$ cat config.mk
export PLATFORM = sky130hd
export DESIGN_NAME = host_wire_bank
export DESIGN_NICKNAME = d
export VERILOG_FILES = /design/src/rtl/host_wire_bank.sv
export SDC_FILE = /design/constraint.sdc
export NUM_CORES = 1
export LEC_CHECK = 0
export ABC_CLOCK_PERIOD_IN_PS = 2600
export CORE_AREA = 4 4 166 168
export CTS_BUF_LIST = sky130_fd_sc_hd__clkbuf_8
export DETAILED_ROUTE_END_ITERATION = 8
export DIE_AREA = 0 0 170 172
export PLACE_DENSITY = 0.69
export SYNTH_ARGS = -nofsm -noshare
export SYNTH_HDL_FRONTEND = slang
export SYNTH_SLANG_ARGS = --single-unit
$ cat constraint.sdc
create_clock -name clock -period 2.6 [get_ports clock]
set_clock_uncertainty 0.1 [all_clocks]
set_input_delay 0.65 -clock clock [delete_from_list [all_inputs] [get_ports clock]]
set_output_delay 0.65 -clock clock [all_outputs]
set_load 0.1 [all_outputs]
$ cat src/rtl/host_wire_bank.sv
// Host wire bank: two-stage wire-in synchroniser with change pulses, plus a coherent wire-out bank.
// Define HOST_WIRE_BANK_SNAPSHOT_EN for request-driven snapshots; otherwise wire_out tracks src_data.
module host_wire_bank #(
    parameter int NUM_IN        = 2,
    parameter int NUM_OUT       = 11,
    parameter int WIDTH         = 16,
    parameter int SETTLE_CYCLES = 4
) (
    input  logic                     clock,
    input  logic                     reset,
    input  logic [NUM_IN*WIDTH-1:0]  host_wire_in,
    output logic [NUM_IN*WIDTH-1:0]  wire_in_q,
    output logic [NUM_IN-1:0]        wire_in_changed,
    input  logic [NUM_OUT*WIDTH-1:0] src_data,
    output logic [NUM_OUT*WIDTH-1:0] wire_out,
    output logic [7:0]               snap_seq,
    output logic                     busy,
    output logic [7:0]               lights
);

    if (NUM_IN < 1 || NUM_IN > 16 || NUM_OUT < 1 || NUM_OUT > 16 ||
        WIDTH < 8 || WIDTH > 32 || SETTLE_CYCLES < 1 || SETTLE_CYCLES > 255) begin : g_param_check
        $error("host_wire_bank: parameter out of range");
    end

    logic [NUM_IN*WIDTH-1:0]  sync1_q;
    logic [NUM_IN*WIDTH-1:0]  sync2_q;
    logic [NUM_IN*WIDTH-1:0]  prev_q;
    logic [NUM_IN-1:0]        changed_q;
    logic [NUM_IN-1:0]        changed_d;
    logic [1:0]               warm_q;
    logic                     warm_done;
    logic [NUM_OUT*WIDTH-1:0] wire_out_q;
    logic [3:0]               sel;

    // Change detection stays blanked until the synchronisers have flushed their reset zeros.
    assign warm_done = (warm_q == 2'd3);

    // NOTE: every always_comb output gets a default first so no path can leave it unassigned (no latch).
    always_comb begin
        changed_d = '0;
        for (int i = 0; i < NUM_IN; i++) begin
            changed_d[i] = warm_done && (sync2_q[i*WIDTH +: WIDTH] != prev_q[i*WIDTH +: WIDTH]);
        end
    end

    // NOTE: clocked state uses non-blocking assignments so every register samples pre-edge values.
    always_ff @(posedge clock) begin
        if (reset) begin
            sync1_q   <= '0;
            sync2_q   <= '0;
            prev_q    <= '0;
            changed_q <= '0;
            warm_q    <= '0;
        end else begin
            sync1_q   <= host_wire_in;
            sync2_q   <= sync1_q;
            prev_q    <= sync2_q;
            changed_q <= changed_d;
            if (!warm_done) warm_q <= warm_q + 2'd1;
        end
    end

`ifdef HOST_WIRE_BANK_SNAPSHOT_EN
    typedef enum logic [1:0] {IDLE, CAPTURE, SETTLE} state_t;

    state_t     state_q;
    logic [7:0] settle_cnt_q;
    logic [7:0] seq_q;
    logic       pending_q;
    logic       busy_q;
    logic       req;

    // A snapshot request is an edge of either polarity on channel 0's top bit.
    assign req = changed_d[0] && (sync2_q[WIDTH-1] != prev_q[WIDTH-1]);

    always_ff @(posedge clock) begin
        if (reset) begin
            state_q      <= IDLE;
            settle_cnt_q <= '0;
            seq_q        <= '0;
            pending_q    <= 1'b0;
            busy_q       <= 1'b0;
            wire_out_q   <= '0;
        end else begin
            case (state_q)
                IDLE: begin
                    if (req || pending_q) begin
                        state_q   <= CAPTURE;
                        busy_q    <= 1'b1;
                        pending_q <= 1'b0;
                    end
                end
                CAPTURE: begin
                    wire_out_q   <= src_data;
                    seq_q        <= seq_q + 8'd1;
                    settle_cnt_q <= '0;
                    state_q      <= SETTLE;
                    pending_q    <= pending_q | req;
                end
                SETTLE: begin
                    pending_q <= pending_q | req;
                    if (settle_cnt_q == 8'(SETTLE_CYCLES - 1)) begin
                        state_q <= IDLE;
                        busy_q  <= 1'b0;
                    end else begin
                        settle_cnt_q <= settle_cnt_q + 8'd1;
                    end
                end
                default: begin
                    state_q <= IDLE;
                    busy_q  <= 1'b0;
                end
            endcase
        end
    end

    assign snap_seq = seq_q;
    assign busy     = busy_q;
`else
    always_ff @(posedge clock) begin
        if (reset) wire_out_q <= '0;
        else       wire_out_q <= src_data;
    end

    assign snap_seq = '0;
    assign busy     = 1'b0;
`endif

    // Selects at or beyond NUM_OUT match no channel and leave the LEDs dark.
    assign sel = sync2_q[3:0];

    always_comb begin
        lights = 8'hFF;
        for (int i = 0; i < NUM_OUT; i++) begin
            if (sel == i[3:0]) lights = ~wire_out_q[i*WIDTH +: 8];
        end
    end

    assign wire_in_q       = sync2_q;
    assign wire_in_changed = changed_q;
    assign wire_out        = wire_out_q;

endmodule

**After elaboration in Yosys (flattened, before gate mapping)**

Index checks and enable logic that the tools add are counted.
Widths: inputs -> output; s select.

- Add/sub/neg operators: 1
- Eq/ne operators: 13
- Muxes and demuxes: 11
- Bitwise operators: 11
- Reduce and logical (&&, ||, !) cells: 3

Operators by type and width:

| cell | number |
|---|---|
| $mux 8 | 11 |
| $not 8->8 | 11 |
| $ne 16x16->1 | 2 |
| $eq 4x3->1 const B | 4 |
| $eq 4x4->1 const B | 3 |
| $eq 4x2->1 const B | 2 |
| $eq 4x1->1 const B | 1 |
| $logic_not 4->1 | 1 |
| $add 2x1->2 const B | 1 |
| $eq 2x2->1 const B | 1 |
| $logic_and 1x1->1 | 2 |

- Register bits: 276
- Input port bits: 210
- Output and inout port bits: 227

**Logic depth before layout (Yosys ltp)**

Gate-level depths: netlist of run 1.

- Word-level depth: 12
- Depth in mapped cells: 8

**Least setup slack after synthesis of run 1**

No wires, ideal clock.

- Path kind: reg-to-output
- From: register sync2_q[3] (netlist: wire_in_q[3])
- To: output lights[1]
- Arrival: 4149 ps
- Required time: 1850 ps
- Slack: -2299 ps
- Cell stages (with the launch flop): 7
- Path buffers: 2
- Cell sequence: dfxtp_1 > buf_4 > nand2b_1 > buf_2 > nor2_1 > a22o_1 > o32ai_1

- Word-level cells in the longest chain between the ends: 12
- Elaborated cells on any way between the ends: 22

RTL lines:

| item | line | source |
|---|---|---|
| from (decl) | 27 | `logic [NUM_IN*WIDTH-1:0] sync2_q;` |
| from (signal assigned) | 57 | `sync2_q <= sync1_q;` |
| $logic_not 4->1 | 136 | `if (sel == i[3:0]) lights = ~wire_out_q[i*WIDTH +: 8];` |
| $mux 8 (10 in a row) | 136 |  |
| $mux 8 * | 136 |  |
| to (decl) | 18 | `output logic [7:0] lights` |

Every way passes the cells marked *; elsewhere a longest branch is shown, timed or not.

**Final worst setup path of run 1**

- From: register sync2_q[1] (netlist: wire_in_q[1])
- To: output lights[1]

Same word-level chain as after synthesis.

==> key figures, run 1 <==
Timing
  • PnR worst setup slack: -393 ps
  • Fin. max-slew vios: 0
  • Fmax: 334 MHz
  • RSZ-0062 raised after global routing: true
  • Hold Vio Cnt, Final: 0
  • Post-route setup TNS: -2830 ps
  • Minimum clock period: 2990 ps
  • Final setup fails: 8
  • Final period util: 115%

Placement
  • Dpl hpwl: 23600 um
  • Dpl cells: 1515
  • Routability cong.: 0.912
  • Placed inst area: 0.0131 mm^2
  • I/O Buffers: 427

Worst hold path
  • Worst Hold Path EP: wire_in_q[23]$_SDFF_PP0_
  • Hold Crit Start: sync1_q[23]$_SDFF_PP0_
  • Hold depth: 1
  • Worst hold path class: reg -> reg

Routing
  • WL per Instance: 18.7 um
  • Routed WL: 30200 um
  • DR DRC count: 0
  • First-pass iteration count of the detailed router: 4
  • Initial DRC Count: 270
  • Via Count: 6980
  • Via density: 4.32
  • Remaining antenna violation count: 0

Clock network
  • Worst skew pair latency: 530 ps
  • Clk slew on worst S/H paths: 60 ps
  • Clk Tree Root Cell: clkbuf_8
  • H-tree depth: 2
  • CTS tree: done
  • CTS sink count: 276
  • CTS max path bufs: 3
  • Cts bufs inserted: 46

Worst setup path
  • RR Startpoint: wire_in_q[2]$_SDFF_PP0_
  • Endpoint type of the worst setup path: output pin
  • Number of cells on the worst reg-to-reg path: 6
  • WS Path Type: reg -> out
  • Crit-path cells: buf_6, nor3b_4, o21ai_4, nand2_2, o32ai_4, o32ai_4, buf_12
  • Setup slack, reg-to-reg: 940 ps
  • Worst EP required: 1850 ps
  • CP Data Arrival Time: 2240 ps
  • Delay-heaviest family, CP: compound AO/OA/AOI/OAI gates
  • CP max stage delay: 380 ps
  • Reg-to-reg endpoint: wire_in_changed[0]$_SDFF_PP0_
  • Worst Path Max Fanout: 6
  • CP max-delay cell: dfxtp_4
  • CP Buf/Inv Count: 2
  • CP Launch Type: flop
  • CP most frequent cell: o32ai_4
  • CP Depth: 7

Final layout
  • Layout cells sized above 1: 29.9%
  • Post-Layout Inst Area: 0.0146 mm^2
  • Final net count: 1458
  • Ant. Diodes: 0
  • Area Growth Syn to Fin: 65.4%
  • Final core occ: 56.2%
  • Fill cell count: 2263
  • Finished Layout Cells: 1615

Synth
  • Mapped Cells: 777
  • Prevailing post-synth register cell: dfxtp_1
  • Flops & latches, synth: 276
  • Yosys Warn Count: 0
  • FFs w/ async S/R, synth: 0%
  • Register area share after synthesis: 62.8%
  • Synthesized area per cell: 11.3 um^2
  • Yosys cell types: 49
  • Number of synthesized flops with an enable pin: 0
  • Synthesized area: 0.00880 mm^2

Status
  • Status: finished with violations
  • Failing checks: negative setup slack

Floorplanning
  • Initial Util: 34.0%
  • Die Height: 172 um
  • Die W: 170 um
  • Row count: 59
  • Die Footprint: 0.0292 mm^2
  • IO Pins: 437
  • Core ar.: 0.0259 mm^2

Power
  • Worst vdd ir: 509 uV
  • Power per cell area: 764 mW/mm^2
  • P_leak: 0.00612 uW
  • Design Power: 11100 uW

Global routing
  • Initial antenna violation count: 0
  • Global-route wire length before repair: 42700 um
  • Vias in the first global route: 7107
  • Grt total ovfl: 0
  • Largest net degree at the start of global routing: 74
  • GRT Total Usage: 19.4%

Run
  • MaxCap Viol Count: 0
[metal layers]
| metal | GRT usage (%) | up-vias | share of wire (%) |
|---|---|---|---|
| li1 | - | 3450 | - |
| met1 | 22.6 | 3207 | 39 |
| met2 | 34.2 | 271 | 51 |
| met3 | 5.85 | 52 | 7.6 |
| met4 | 6.32 | 0 | 2.6 |
| met5 | 0 | - | 0 |
[cell usage after synthesis, types with 5 or more instances]
cell type	instances	area (um^2)
dfxtp_1	276	5530
nor2b_1	276	1730
xnor2_1	32	280
clkbuf_1	31	116
a21oi_1	14	70.1
buf_4	12	90.1
nand2b_1	11	68.8
a221oi_1	9	78.8
nor2_1	9	33.8
mux2i_1	8	80.1
nand4_1	8	50.1
o21ai_0	8	40.0
nand2_1	7	26.3
buf_2	6	30.0
nand3b_1	6	45.0
a22o_1	5	43.8
a31oi_1	5	31.3
[sequential cells by signal, summed over array words and instances, names as in the netlist]
register / cells
wire_in_q: 32
wire_in_changed: 2
warm_q: 2
prev_q: 32
wire_out: 176
sync1_q: 32
[worst max-delay path by stage]
stage	startpoint	to	slack, ps
after floorplan	wire_in_q[1]$_SDFF_PP0_	lights[4]	-730
after global placement	wire_in_q[1]$_SDFF_PP0_	lights[0]	-30
after detailed placement	wire_in_q[1]$_SDFF_PP0_	lights[0]	-70
after CTS	wire_in_q[1]$_SDFF_PP0_	lights[1]	-430
after global routing	wire_in_q[3]$_SDFF_PP0_	lights[2]	-510
final	wire_in_q[1]$_SDFF_PP0_	lights[1]	-390
[layout make-up]
class / instances / area (um^2) / share of cell area (%)
flip-flops and latches: 276 / 5540 / 38.1
inverters: 2 / 7.51 / 0.0516
clock buffers: 60 / 826 / 5.67
clock inverters: 21 / 158 / 1.08
repair buffers: 468 / 4250 / 29.2
multi-input cells: 453 / 3360 / 23.1
well taps: 335 / 419 / 2.88
[where the power goes]
| part | internal (uW) | switching, uW | total [uW] |
|---|---|---|---|
| sequential | 4450 | 136 | 4580 |
| combinational | 785 | 1780 | 2560 |
| clock | 2350 | 1630 | 3980 |
| total | 7580 | 3540 | 11100 |
[layout by cell type (no fill, tap or decap), types with 8 or more instances in the layout]
| cell type | count |
|---|---|
| a21oi_1 | 10 |
| a221oi_2 | 8 |
| buf_12 | 14 |
| buf_4 | 234 |
| buf_6 | 10 |
| clkbuf_8 | 61 |
| clkdlybuf4s50_1 | 208 |
| conb_1 | 9 |
| dfxtp_1 | 272 |
| inv_1 | 20 |
| mux2i_1 | 8 |
| nand2b_1 | 9 |
| nand4_1 | 8 |
| nor2b_1 | 273 |
| xnor2_1 | 32 |
[kinds of logic (layout without fill, tap and decap cells)]
logic type | Yosys count | after routing | synth area share [%]
buf+inv | 56 | 551 | 3.33
mux | 11 | 11 | 1.42
compound gates | 71 | 71 | 5.83
flops | 276 | 276 | 62.8
simple gates | 328 | 328 | 23.2
xor+xnor | 33 | 33 | 3.28
other cells | 1 | 9 | 0.0426
fa+ha+maj | 1 | 1 | 0.142
[stage by stage]
step / hold slack [ps] / setup WS (ps)
final: 330 / -393
after global routing: 356 / -511
after CTS: 337 / -428
after detailed placement: 326 / -67.4
after global placement: 317 / -28.7
after floorplan: 312 / -732
[what timing repair did]
item | CTS | global route
buffers inserted | 18 | 0
endpoints found under the setup margin | 8 | 8
endpoints found under the hold margin | 0 | 0
hold buffers | 0 | 0
cloned | 0 | 1
gates resized for setup | 50 | 12
pin swaps | 18 | 16
Note: power is estimated with default switching activity, not from simulation.
==> inputs of run 2 (changes only) <==
- PLACE_DENSITY: 0.69 -> default
- PLACE_DENSITY_LB_ADDON: default -> 0.25
==> key figures, run 2 (same netlist as run 1, synthesis figures left out) <==
Status
  • Status: finished with violations (unchanged)
  • Failing checks: negative setup slack (unchanged)

Final layout
  • Final core occ: 56.1% (was 56.2%)
  • Max reg flops: 176 (unchanged)
  • Layout cells sized above 1: 30.0% (was 29.9%)
  • Final net count: 1459 (was 1458)
  • Area Growth Syn to Fin: 65.2% (was 65.4%)
  • Commonest non-fill, non-tap cells in the layout: nor2b_1 (273), dfxtp_1 (272), buf_4 (233), clkdlybuf4s50_1 (208), clkbuf_8 (57) (was nor2b_1 (273), dfxtp_1 (272), buf_4 (234), clkdlybuf4s50_1 (208), clkbuf_8 (61))
  • Commonest non-fill, non-tap cell in the layout: nor2b_1 (unchanged)
  • Fill cell count: 2320 (was 2263)

Floorplanning
  • Core ar.: 0.0259 mm^2 (unchanged)
  • Initial Util: 34.0% (unchanged)
  • Die Footprint: 0.0292 mm^2 (unchanged)
  • Die Height: 172 um (unchanged)
  • Die W: 170 um (unchanged)
  • IO Pins: 437 (unchanged)
  • Row count: 59 (unchanged)

Timing
  • Final setup fails: 8 (unchanged)
  • Final period util: 116% (was 115%)
  • PnR worst setup slack: -415 ps (was -393 ps)
  • Fmax: 332 MHz (was 334 MHz)
  • Fin. max-slew vios: 0 (unchanged)
  • Hold Vio Cnt, Final: 0 (unchanged)
  • RSZ-0062 raised after global routing: true (unchanged)
  • Minimum clock period: 3010 ps (was 2990 ps)

Routing
  • Max layer used: met5 (was met4)
  • Met1 WL: 11000 um (was 11600 um)
  • WL met3: 2810 um (was 2300 um)
  • Via Count: 7066 (was 6980)
  • Via density: 4.36 (was 4.32)
  • Initial DRC Count: 335 (was 270)
  • DR DRC count: 0 (unchanged)
  • First-pass iteration count of the detailed router: 4 (unchanged)
  • Remaining antenna violation count: 0 (unchanged)
  • WL per Instance: 18.8 um (was 18.7 um)
  • Routed WL: 30400 um (was 30200 um)
  • WL met2: 15800 um (was 15500 um)

Global routing
  • Largest net degree at the start of global routing: 65 (was 74)
  • Vias in the first global route: 7217 (was 7107)
  • Grt total ovfl: 0 (unchanged)
  • Initial antenna violation count: 4 (was 0)
  • GRT Total Usage: 19.5% (was 19.4%)
  • Global-route wire length before repair: 43100 um (was 42700 um)

Clock network
  • CTS max path bufs: 3 (unchanged)
  • Hold buffer count at cts: 0 (unchanged)
  • Worst skew pair latency: 550 ps (was 530 ps)
  • CTS tree: done (unchanged)
  • Clk slew on worst S/H paths: 60 ps (about the same)
  • Cts bufs inserted: 47 (was 46)
  • CTS sink count: 276 (unchanged)
  • Clk Tree Root Cell: clkbuf_8 (unchanged)
  • H-tree depth: 2 (unchanged)

Worst setup path
  • Setup slack, reg-to-reg: 850 ps (was 940 ps)
  • WS Path Type: reg -> out (unchanged)
  • Reg-to-reg endpoint: wire_in_changed[0]$_SDFF_PP0_ (unchanged)
  • RR Startpoint: wire_in_q[3]$_SDFF_PP0_ (was wire_in_q[2]$_SDFF_PP0_)
  • CP Launch Type: flop (unchanged)
  • Endpoint type of the worst setup path: output pin (unchanged)
  • Worst EP required: 1850 ps (about the same)
  • Worst Path Max Fanout: 8 (was 6)
  • CP Data Arrival Time: 2260 ps (was 2240 ps)
  • Number of cells on the worst reg-to-reg path: 6 (unchanged)

Power
  • Power per cell area: 755 mW/mm^2 (was 764 mW/mm^2)
  • P_leak: 0.00610 uW (was 0.00612 uW)
  • Design Power: 11000 uW (was 11100 uW)
  • Worst vdd ir: 513 uV (was 509 uV)

Worst hold path
  • Worst Hold Path EP: wire_in_q[20]$_SDFF_PP0_ (was wire_in_q[23]$_SDFF_PP0_)
  • Hold Crit Start: sync1_q[20]$_SDFF_PP0_ (was sync1_q[23]$_SDFF_PP0_)
  • Worst hold path class: reg -> reg (unchanged)
  • Hold depth: 1 (unchanged)

Placement
  • Dpl hpwl: 23300 um (was 23600 um)
  • Routability cong.: 0.876 (was 0.912)
  • I/O Buffers: 427 (unchanged)

Run
  • MaxCap Viol Count: 0 (unchanged)
## run 2: cell count changes in the layout (fill, tap and decap cells not counted), sizes merged
cell | before | now
buf | 259 | 258
bufinv | 3 | 2
clkbuf | 61 | 58
clkinv | 0 | 7
clkinvlp | 0 | 3
diode | 0 | 2
inv | 20 | 17
## run 2: final cells by class
cell class / instances / area, um^2 / share of cell area, %
sequential: 276 / 5540 / 38.1
timing repair buffer: 468 / 4270 / 29.4
multi-input combinational: 453 / 3360 / 23.1
clock buffer: 56 / 771 / 5.30
tap: 335 / 419 / 2.88
clock inverter: 27 / 174 / 1.20
inverter: 2 / 7.51 / 0.0516
antenna: 2 / 5.00 / 0.0344
## run 2: metrics by stage
step / instances / area (um^2) / TNS [ps] / worst slack [ps] / hold WS (ps)
after floorplan: 785 / 8950 / -3340 / -732 / 312
after global placement: 1514 / 13100 / 0 / 70.1 / 317
after detailed placement: 1514 / 13100 / -26.7 / -26.7 / 326
after CTS: 1613 / 14400 / -3030 / -400 / 331
after global routing: 1618 / 14500 / -3830 / -501 / 346
final: 1619 / 14500 / -2980 / -415 / 335
## run 2: routing by layer
| metal | GRT usage, % | up-vias |
|---|---|---|
| met2 | 35.0 | 303 |
| met4 | 6.84 | 2 |
| li1 | - | 3454 |
| met1 | 21.4 | 3251 |
| met5 | 0 | - |
| met3 | 6.95 | 56 |
## run 2: worst max path at each step
| stage | cells after the start | to | slack, ps | startpoint |
|---|---|---|---|---|
| floorplan | 5 | lights[4] | -730 | wire_in_q[1]$_SDFF_PP0_ |
| global placement | 6 | lights[0] | 70 | wire_in_q[1]$_SDFF_PP0_ |
| detailed placement | 5 | lights[1] | -30 | wire_in_q[1]$_SDFF_PP0_ |
| CTS | 7 | lights[1] | -400 | wire_in_q[0]$_SDFF_PP0_ |
| global route | 7 | lights[0] | -500 | wire_in_q[1]$_SDFF_PP0_ |
| finish | 6 | lights[4] | -410 | wire_in_q[1]$_SDFF_PP0_ |
## run 2: where the power goes
group	total [uW]	internal [uW]	leakage, uW	switching (uW)
combinational	2570	790	0.00327	1780
clock	3830	2150	0.000539	1680
sequential	4580	4450	0.00229	137
## run 2: critical path: stages (launching register included)
cell	delay, ps
dfxtp_4	450
buf_12	150
buf_6	120
mux4_2	290
a211o_1	290
o211ai_1	140
clkbuf_16	250
## run 2: what timing repair did
| item | 4_1_cts | 5_1_grt |
|---|---|---|
| setup buffers | 15 | 4 |
| cloned | 1 | 0 |
| gates resized for setup | 49 | 25 |
| setup endpoints to repair | 8 | 8 |
| pin swaps | 19 | 12 |
==> inputs of run 3 (changes only) <==
- SETUP_SLACK_MARGIN: default -> 0.05
==> results of run 3 <==
The final DEF is identical to that of run 2; final timing and power are the same.
